--- src/rtl/audio_pkg.sv ---
// Shared types and helpers for the stereo audio mixer.
//   mix_state_t : states of the mix sequencer
//   gain_t      : per-channel attenuation, a right shift of 0..7
//   acc_width() : accumulator width that can hold N full-scale channels plus the speaker term
package audio_pkg;

   typedef enum logic [1:0] {IDLE, ACCUM, SAT, OUT} mix_state_t;

   typedef logic [2:0] gain_t;

   function automatic int acc_width(input int out_w, input int n);
      return out_w + $clog2(n + 2);
   endfunction

endpackage

--- src/rtl/speaker_pulse.sv ---
// Speaker pulse stretcher.
// Turns every level change of the speaker flip-flop into a pulse that lasts
// SPK_HOLD sample periods, so that short clicks remain audible in the mix.
// Ports:
//   clk        in  logic clock
//   reset      in  asynchronous, active-high
//   speaker_i  in  speaker flip-flop level (clk domain)
//   strobe_i   in  one pulse per sample period
//   active_o   out speaker level is high and the hold window is still open
module speaker_pulse
   import audio_pkg::*;
#(
   parameter int SPK_HOLD = 255
) (
   input  logic clk,
   input  logic reset,
   input  logic speaker_i,
   input  logic strobe_i,
   output logic active_o
);

   localparam int HW = (SPK_HOLD < 2) ? 1 : $clog2(SPK_HOLD + 1);

   logic [HW-1:0] hold;
   logic          speaker_prev;

   // Edge detection runs on every clk; a toggle coinciding with a strobe
   // reloads the window rather than letting the strobe shorten it.
   always_ff @(posedge clk or posedge reset) begin
      if (reset) begin
         hold         <= '0;
         speaker_prev <= 1'b0;
      end else begin
         speaker_prev <= speaker_i;
         if (speaker_i != speaker_prev) begin
            hold <= HW'(SPK_HOLD);
         end else if (strobe_i && (hold != '0)) begin
            hold <= hold - HW'(1);
         end
      end
   end

   assign active_o = speaker_prev && (hold != '0);

endmodule

--- src/rtl/audio_mixer.sv ---
// N-channel stereo audio mixer for the HDMI audio path.
// Generates the audio sample strobe from clk, then mixes one channel per
// cycle into wide accumulators (gain shift, mute, speaker pulse), saturates
// to OUT_WIDTH and registers one stereo sample per sample period.
// Ports:
//   clk, reset      clock and asynchronous active-high reset
//   speaker_i       speaker flip-flop level (clk domain)
//   speaker_en_i    1 = speaker pulse contributes to the mix
//   ch_l_i/ch_r_i   unsigned samples, channel k at [k*IN_WIDTH +: IN_WIDTH]
//   ch_gain_i       per-channel right shift, channel k at [k*3 +: 3]
//   ch_mute_i       1 = channel contributes 0
//   audio_strobe_o  one-cycle pulse per sample period
//   sample_l_o/_r_o mixed sample, held between updates
//   sample_valid_o  one-cycle pulse when the samples update
//   clip_o          pulses with sample_valid_o if either side saturated
//
// state | meaning
// IDLE  | waiting for the sample strobe; preload accumulators with speaker term
// ACCUM | add one channel per cycle, channel index ch_idx
// SAT   | clamp each accumulator to full scale, note clipping
// OUT   | register the stereo sample and pulse valid/clip
module audio_mixer
   import audio_pkg::*;
#(
   parameter int                   CLOCK_SPEED_HZ = 54_000_000,
   parameter int                   AUDIO_RATE     = 44100,
   parameter int                   NUM_CH         = 4,
   parameter int                   IN_WIDTH       = 10,
   parameter int                   OUT_WIDTH      = 16,
   parameter int                   SPK_HOLD       = 255,
   parameter logic [OUT_WIDTH-1:0] SPK_LEVEL      = 16'h2000
) (
   input  logic                         clk,
   input  logic                         reset,
   input  logic                         speaker_i,
   input  logic                         speaker_en_i,
   input  logic [NUM_CH*IN_WIDTH-1:0]   ch_l_i,
   input  logic [NUM_CH*IN_WIDTH-1:0]   ch_r_i,
   input  logic [NUM_CH*3-1:0]          ch_gain_i,
   input  logic [NUM_CH-1:0]            ch_mute_i,
   output logic                         audio_strobe_o,
   output logic [OUT_WIDTH-1:0]         sample_l_o,
   output logic [OUT_WIDTH-1:0]         sample_r_o,
   output logic                         sample_valid_o,
   output logic                         clip_o
);

   localparam int DIV   = CLOCK_SPEED_HZ / AUDIO_RATE;
   localparam int ACC_W = acc_width(OUT_WIDTH, NUM_CH);
   localparam int DW    = (DIV < 2) ? 1 : $clog2(DIV);
   localparam int CW    = (NUM_CH < 2) ? 1 : $clog2(NUM_CH);
   localparam logic [ACC_W-1:0] FULL = ACC_W'({OUT_WIDTH{1'b1}});

   // The mix must finish inside one sample period, so a strobe can only
   // ever arrive while the sequencer is idle.
   if (DIV < NUM_CH + 4) begin : g_div_too_small
      $error("audio_mixer: sample period too short for NUM_CH channels");
   end
   if (IN_WIDTH > OUT_WIDTH) begin : g_in_too_wide
      $error("audio_mixer: IN_WIDTH must not exceed OUT_WIDTH");
   end
   if ((NUM_CH < 1) || (NUM_CH > 8)) begin : g_bad_num_ch
      $error("audio_mixer: NUM_CH must be 1..8");
   end

   mix_state_t       state, state_nxt;
   logic [DW-1:0]    div_cnt;
   logic [CW-1:0]    ch_idx;
   logic [ACC_W-1:0] acc_l, acc_r;
   logic             clip_l, clip_r;
   logic             spk_active;
   logic [ACC_W-1:0] spk_term;

   logic [IN_WIDTH-1:0]  sel_l, sel_r;
   gain_t                sel_gain;
   logic                 sel_mute;
   logic [OUT_WIDTH-1:0] wide_l, wide_r;
   logic [ACC_W-1:0]     x_l, x_r;

   // sample-rate divider
   always_ff @(posedge clk or posedge reset) begin
      if (reset) begin
         div_cnt <= '0;
      end else if (div_cnt == DW'(DIV - 1)) begin
         div_cnt <= '0;
      end else begin
         div_cnt <= div_cnt + DW'(1);
      end
   end

   assign audio_strobe_o = (div_cnt == DW'(DIV - 1));

   speaker_pulse #(
      .SPK_HOLD (SPK_HOLD)
   ) u_speaker_pulse (
      .clk       (clk),
      .reset     (reset),
      .speaker_i (speaker_i),
      .strobe_i  (audio_strobe_o),
      .active_o  (spk_active)
   );

   assign spk_term = (speaker_en_i && spk_active) ? ACC_W'(SPK_LEVEL) : '0;

   // Current channel is read live in its ACCUM cycle; inputs are not snapshotted.
   always_comb begin
      sel_l    = '0;
      sel_r    = '0;
      sel_gain = '0;
      sel_mute = 1'b0;
      for (int k = 0; k < NUM_CH; k++) begin
         if (ch_idx == CW'(k)) begin
            sel_l    = ch_l_i[k*IN_WIDTH +: IN_WIDTH];
            sel_r    = ch_r_i[k*IN_WIDTH +: IN_WIDTH];
            sel_gain = ch_gain_i[k*3 +: 3];
            sel_mute = ch_mute_i[k];
         end
      end
      // left-justify to full scale, then attenuate
      wide_l = OUT_WIDTH'(sel_l) << (OUT_WIDTH - IN_WIDTH);
      wide_r = OUT_WIDTH'(sel_r) << (OUT_WIDTH - IN_WIDTH);
      x_l    = sel_mute ? '0 : ACC_W'(wide_l >> sel_gain);
      x_r    = sel_mute ? '0 : ACC_W'(wide_r >> sel_gain);
   end

   always_ff @(posedge clk or posedge reset) begin
      if (reset) begin
         state <= IDLE;
      end else begin
         state <= state_nxt;
      end
   end

   always_comb begin
      state_nxt = state;
      case (state)
         IDLE:    if (audio_strobe_o) state_nxt = ACCUM;
         ACCUM:   if (ch_idx == CW'(NUM_CH - 1)) state_nxt = SAT;
         SAT:     state_nxt = OUT;
         OUT:     state_nxt = IDLE;
         default: state_nxt = IDLE;
      endcase
   end

   always_ff @(posedge clk or posedge reset) begin
      if (reset) begin
         acc_l          <= '0;
         acc_r          <= '0;
         ch_idx         <= '0;
         clip_l         <= 1'b0;
         clip_r         <= 1'b0;
         sample_l_o     <= '0;
         sample_r_o     <= '0;
         sample_valid_o <= 1'b0;
         clip_o         <= 1'b0;
      end else begin
         sample_valid_o <= 1'b0;
         clip_o         <= 1'b0;
         case (state)
            IDLE: begin
               if (audio_strobe_o) begin
                  acc_l  <= spk_term;
                  acc_r  <= spk_term;
                  ch_idx <= '0;
                  clip_l <= 1'b0;
                  clip_r <= 1'b0;
               end
            end
            ACCUM: begin
               acc_l  <= acc_l + x_l;
               acc_r  <= acc_r + x_r;
               ch_idx <= ch_idx + CW'(1);
            end
            SAT: begin
               if (acc_l > FULL) begin
                  acc_l  <= FULL;
                  clip_l <= 1'b1;
               end
               if (acc_r > FULL) begin
                  acc_r  <= FULL;
                  clip_r <= 1'b1;
               end
            end
            OUT: begin
               sample_l_o     <= acc_l[OUT_WIDTH-1:0];
               sample_r_o     <= acc_r[OUT_WIDTH-1:0];
               sample_valid_o <= 1'b1;
               clip_o         <= clip_l | clip_r;
            end
            default: ;
         endcase
      end
   end

   // A strobe outside IDLE would mean the divider is too short; it is ignored.
   strobe_only_in_idle: assert property (
      @(posedge clk) disable iff (reset) audio_strobe_o |-> (state == IDLE)
   );

endmodule

--- config.mk ---
export PLATFORM = sky130hd
export DESIGN_NAME = audio_mixer
export DESIGN_NICKNAME = d
export VERILOG_FILES = /design/src/rtl/audio_pkg.sv /design/src/rtl/speaker_pulse.sv /design/src/rtl/audio_mixer.sv
export SDC_FILE = /design/constraint.sdc
export NUM_CORES = 1
export LEC_CHECK = 0
export CAP_MARGIN = 10
export CELL_PAD_IN_SITES_DETAIL_PLACEMENT = 2
export CELL_PAD_IN_SITES_GLOBAL_PLACEMENT = 2
export CORE_MARGIN = 2
export CORE_UTILIZATION = 32
export DETAILED_ROUTE_END_ITERATION = 8
export GPL_TIMING_DRIVEN = 0
export PLACE_DENSITY = 0.85
export SLEW_MARGIN = 0
export SYNTH_ARGS = -nofsm -noshare
export SYNTH_HDL_FRONTEND = slang
export SYNTH_SLANG_ARGS = --single-unit
--- constraint.sdc ---
create_clock -name clk -period 5.83 [get_ports clk]
set_input_delay 1.166 -clock clk [delete_from_list [all_inputs] [get_ports clk]]
set_output_delay 1.166 -clock clk [all_outputs]
set_load 0.005 [all_outputs]
==> out/results.tsv <==
stage	metric	value	unit
floorplan	die_width	152.4	um
layout	seqCellArea	2452	um^2
layout	fin_area	9087	um^2
logic_synthesis	synth_area_leader_cell	dfrtp_1	
logic_synthesis	synth-seq-cells	98	
pwr	combPwrFrac	0.200	
clock_network	cts.repair.resized	0	
global_routing	grt_pass1_vias	7654	
logic_synthesis	synth_edf_count	0	
layout	multi_input_area	4300	um^2
drt	wl_per_cell	21.55	um
drt	drt-initial-drc-count	286	
sta	finalSetupViolations	0	
place	placed_cell_area	8771	um^2
worst_setup_path	worst-path-max-fanout	10	
drt	via_per_inst	5.616	
clock_network	cts.clk_slew.worst_paths	0.07	ns
logic_synthesis	syn_nets	946	
logic_synthesis	syn_avg_cell_area	8.801	um^2
global_routing	antenna_found_initial	0	
logic_synthesis	synthCells	801	
worst_setup_path	r2r-end	acc_l[18]	
logic_synthesis	synth_top_family_by_area	compound AO/OA/AOI/OAI gates	
floorplan	rows	54	
logic_synthesis	ys.flop_type	dfrtp_1	
sta	holdWs	0.5045	ns
pwr	p_int	1201	uW
place	hpwl	20550	um
layout	area_growth	28.91	%
global_routing	grt_max_degree	63	
min_path	min_path_cells	1	
sta	worst_pin_slew	1.198	ns
logic_synthesis	synth_fa_ha_area_frac	0.08200	
logic_synthesis	synth_mux_area_frac	0.07969	
sta	post-route-min-period	5.481	ns
logic_synthesis	synthTopCellsByArea	dfrtp_1, ha_1, a21oi_1	
min_path	holdCritStartpoint	div_cnt[4]	
layout	nets	1092	
clock_network	cts_tree	done	
sta	rsz0062_at_grt	false	
place	io_buffer_count	134	
clock_network	cts_setup_buffers	0	
clock_network	cts-root-buf	clkbuf_16	
sta	hold_viol_final	0	
sta	finalMaxSlewViolations	0	
pwr	power_switching	449.7	uW
layout	drive_gt1_frac	0.08298	
sta	tns	0	ns
floorplan	ios	135	
logic_synthesis	syn-cell-area	7049	um^2
sta	clock_skew	0.009529	ns
drt	dr_total_vias	6919	
sta	finalCritPeriodShare	0.9402	
drt	drc_errors	0	
pwr	vdd_drop_max	0.1681	mV
worst_setup_path	r2r-start	ch_idx[0]	
global_routing	track_usage	0.2323	
clock_network	cts-htree-levels	3	
place	routabilityCongestion	0.8714	
min_path	hp-class	register to register	
global_routing	grt_pass1_wl	43150	um
logic_synthesis	yosysWarnings	0	
pwr	p_clk_frac	0.388	
logic_synthesis	async_flop_share	1.000	
worst_setup_path	cp-start-kind	input port	
logic_synthesis	synth_compound_area_frac	0.2313	
clock_network	hold_buffers	0	
logic_synthesis	synth-simple-area-share	0.1699	
sta	relSlewSlack	0.2015	
clock_network	insertion_delay	0.36	ns
logic_synthesis	synthXorXnorAreaFrac	0.04721	
pwr	powerDensity	181.6	nW/um^2
worst_setup_path	cp.required	6.06	ns
pwr	seq_power_share	0.412	
worst_setup_path	r2r_cells	19	
floorplan	start_util	0.3240	
run_status	outcome	finished, final reports clean	
floorplan	die_area	23230	um^2
layout	n_antenna_cell	0	
pwr	p_leak	0.003800	uW
floorplan	core	21760	um^2
worst_setup_path	crit_arrival	5.71	ns
clock_network	cts_inserted_buffers	9	
clock_network	cts_buffer_depth	2	
worst_setup_path	ff2ff_setup_slack	0.35	ns
drt	postRouteAntennaNets	0	
clock_network	cts.sinks	98	
min_path	whs_endpoint	div_cnt[4]	
worst_setup_path	critPathKind	input port to register	
logic_synthesis	synth.distinct_cells	68	
layout	fillCellCount	2425	
logic_synthesis	yosysSeqAreaShare	0.3479	
global_routing	overflow	0	
flow_run	max_cap_violations	0	
drt	drt_wl_total	26550	um
worst_setup_path	end_kind	register	
pwr	p_total	1650	uW
logic_synthesis	synth_top_area_share	0.3479	
drt	firstDrtPassIters	6	
layout	post-route-util	0.4177	
sta	max_freq	0.1824	GHz
pwr	sw_frac_of_total	0.2725	
floorplan	die_y	152.4	um
-- through the flow --
stage          setup WS, ns  std cells
6_report             0.3486       1232
5_1_grt            0.006533       1232
4_1_cts              0.3674       1232
3_5_place_dp         0.1468       1216
3_3_place_gp         0.2623       1215
2_1_floorplan         1.409        801
-- cell usage in the layout (no fill, tap or decap), types with 5 or more instances in the layout --
cell type,synthesis,layout
mux2i_1,19,19
xor2_1,10,10
nand4_1,8,8
xnor2_1,28,28
clkbuf_16,0,9
o21ai_0,63,63
a221oi_1,17,17
mux2_2,33,33
a21oi_1,76,76
o211ai_1,6,6
a31oi_1,6,6
clkdlybuf4s50_1,0,134
o21bai_1,7,7
nor3_1,21,21
o221ai_1,5,5
a21o_1,9,9
nor2_1,62,62
clkbuf_8,3,6
nand3_1,10,10
nand2b_1,13,13
ha_1,43,43
nor2b_1,11,11
a221o_1,10,10
o22ai_1,26,26
inv_1,24,23
clkbuf_1,33,34
dfrtp_1,98,98
nand2_1,86,86
-- power groups by stage --
stage / Combinational, uW / Clock (uW) / Sequential (uW)
final: 331 / 640 / 680
after global routing: 362 / 680 / 680
after CTS: 330 / 659 / 680
after detailed placement: 322 / 0 / 693
after global placement: 308 / 0 / 693
after floorplan: 186 / 0 / 693
-- per-layer routing --
layer	wire, um	track usage	vias up
met5	0	0	-
met4	626	0.07892	0
met3	1086	0.03555	38
met2	12980	0.4121	186
met1	11860	0.2884	3455
li1	-	-	3240
-- worst max-delay path by stage --
stage	end	slack [ns]	depth (start not counted)	startpoint
after detailed placement	acc_l[18]	0.15	17	ch_gain_i[3]
after floorplan	acc_l[18]	1.41	16	ch_gain_i[3]
final	acc_l[18]	0.35	17	ch_gain_i[3]
after global routing	acc_l[16]	0.007	19	ch_idx[0]
after CTS	acc_l[18]	0.37	19	ch_idx[0]
after global placement	acc_l[16]	0.26	17	ch_gain_i[3]
-- cells in the mapped netlist, types with 7 or more instances --
cell type,n
nand2b_1,13
nand4_1,8
o21bai_1,7
clkbuf_1,33
nand3_1,10
a221oi_1,17
dfrtp_1,98
nor2_1,62
nor2b_1,11
nand2_1,86
mux2i_1,19
a21oi_1,76
o22ai_1,26
o21ai_0,63
nor3_1,21
xor2_1,10
inv_1,24
mux2_2,33
ha_1,43
xnor2_1,28
a21o_1,9
a221o_1,10
-- flip-flops by register name (all words and copies together), names as in the netlist, 2 cells and up --
signal                count
sample_l_o               16
sample_r_o               16
u_speaker_pulse.hold      8
acc_l                    19
acc_r                    19
state                     2
div_cnt                  11
ch_idx                    2
-- worst max-delay path: stages --
cell,delay (ns)
clkdlybuf4s50_1,0.41
a21oi_1,0.13
o21ai_0,0.12
a22oi_1,0.92
buf_2,0.39
nand2_1,0.07
nand2_1,0.10
nor2_1,0.06
ha_1,0.21
fa_1,0.42
a21oi_1,0.30
o211ai_1,0.17
o211ai_1,0.26
o21ai_0,0.26
a221o_1,0.40
a32oi_1,0.21
o21ai_0,0.11
-- layout make-up --
| cell class | instances | area share |
|---|---|---|
| multi-input cells | 637 | 0.4732 |
| plain buffers | 42 | 0.02272 |
| well taps | 280 | 0.03855 |
| inverters | 24 | 0.01019 |
| clock buffers | 13 | 0.02974 |
| clock inverters | 3 | 0.005094 |
| flip-flops and latches | 98 | 0.2699 |
| repair buffers | 135 | 0.1506 |
-- cell families (layout without fill, tap and decap cells) --
kind of cell / Yosys count / count (layout)
xor+xnor: 38 / 38
compound gates: 254 / 254
buf+inv: 66 / 217
simple gates: 248 / 248
flops: 98 / 98
mux: 52 / 52
fa+ha+maj: 45 / 45
(Power assumes the default switching activity.)
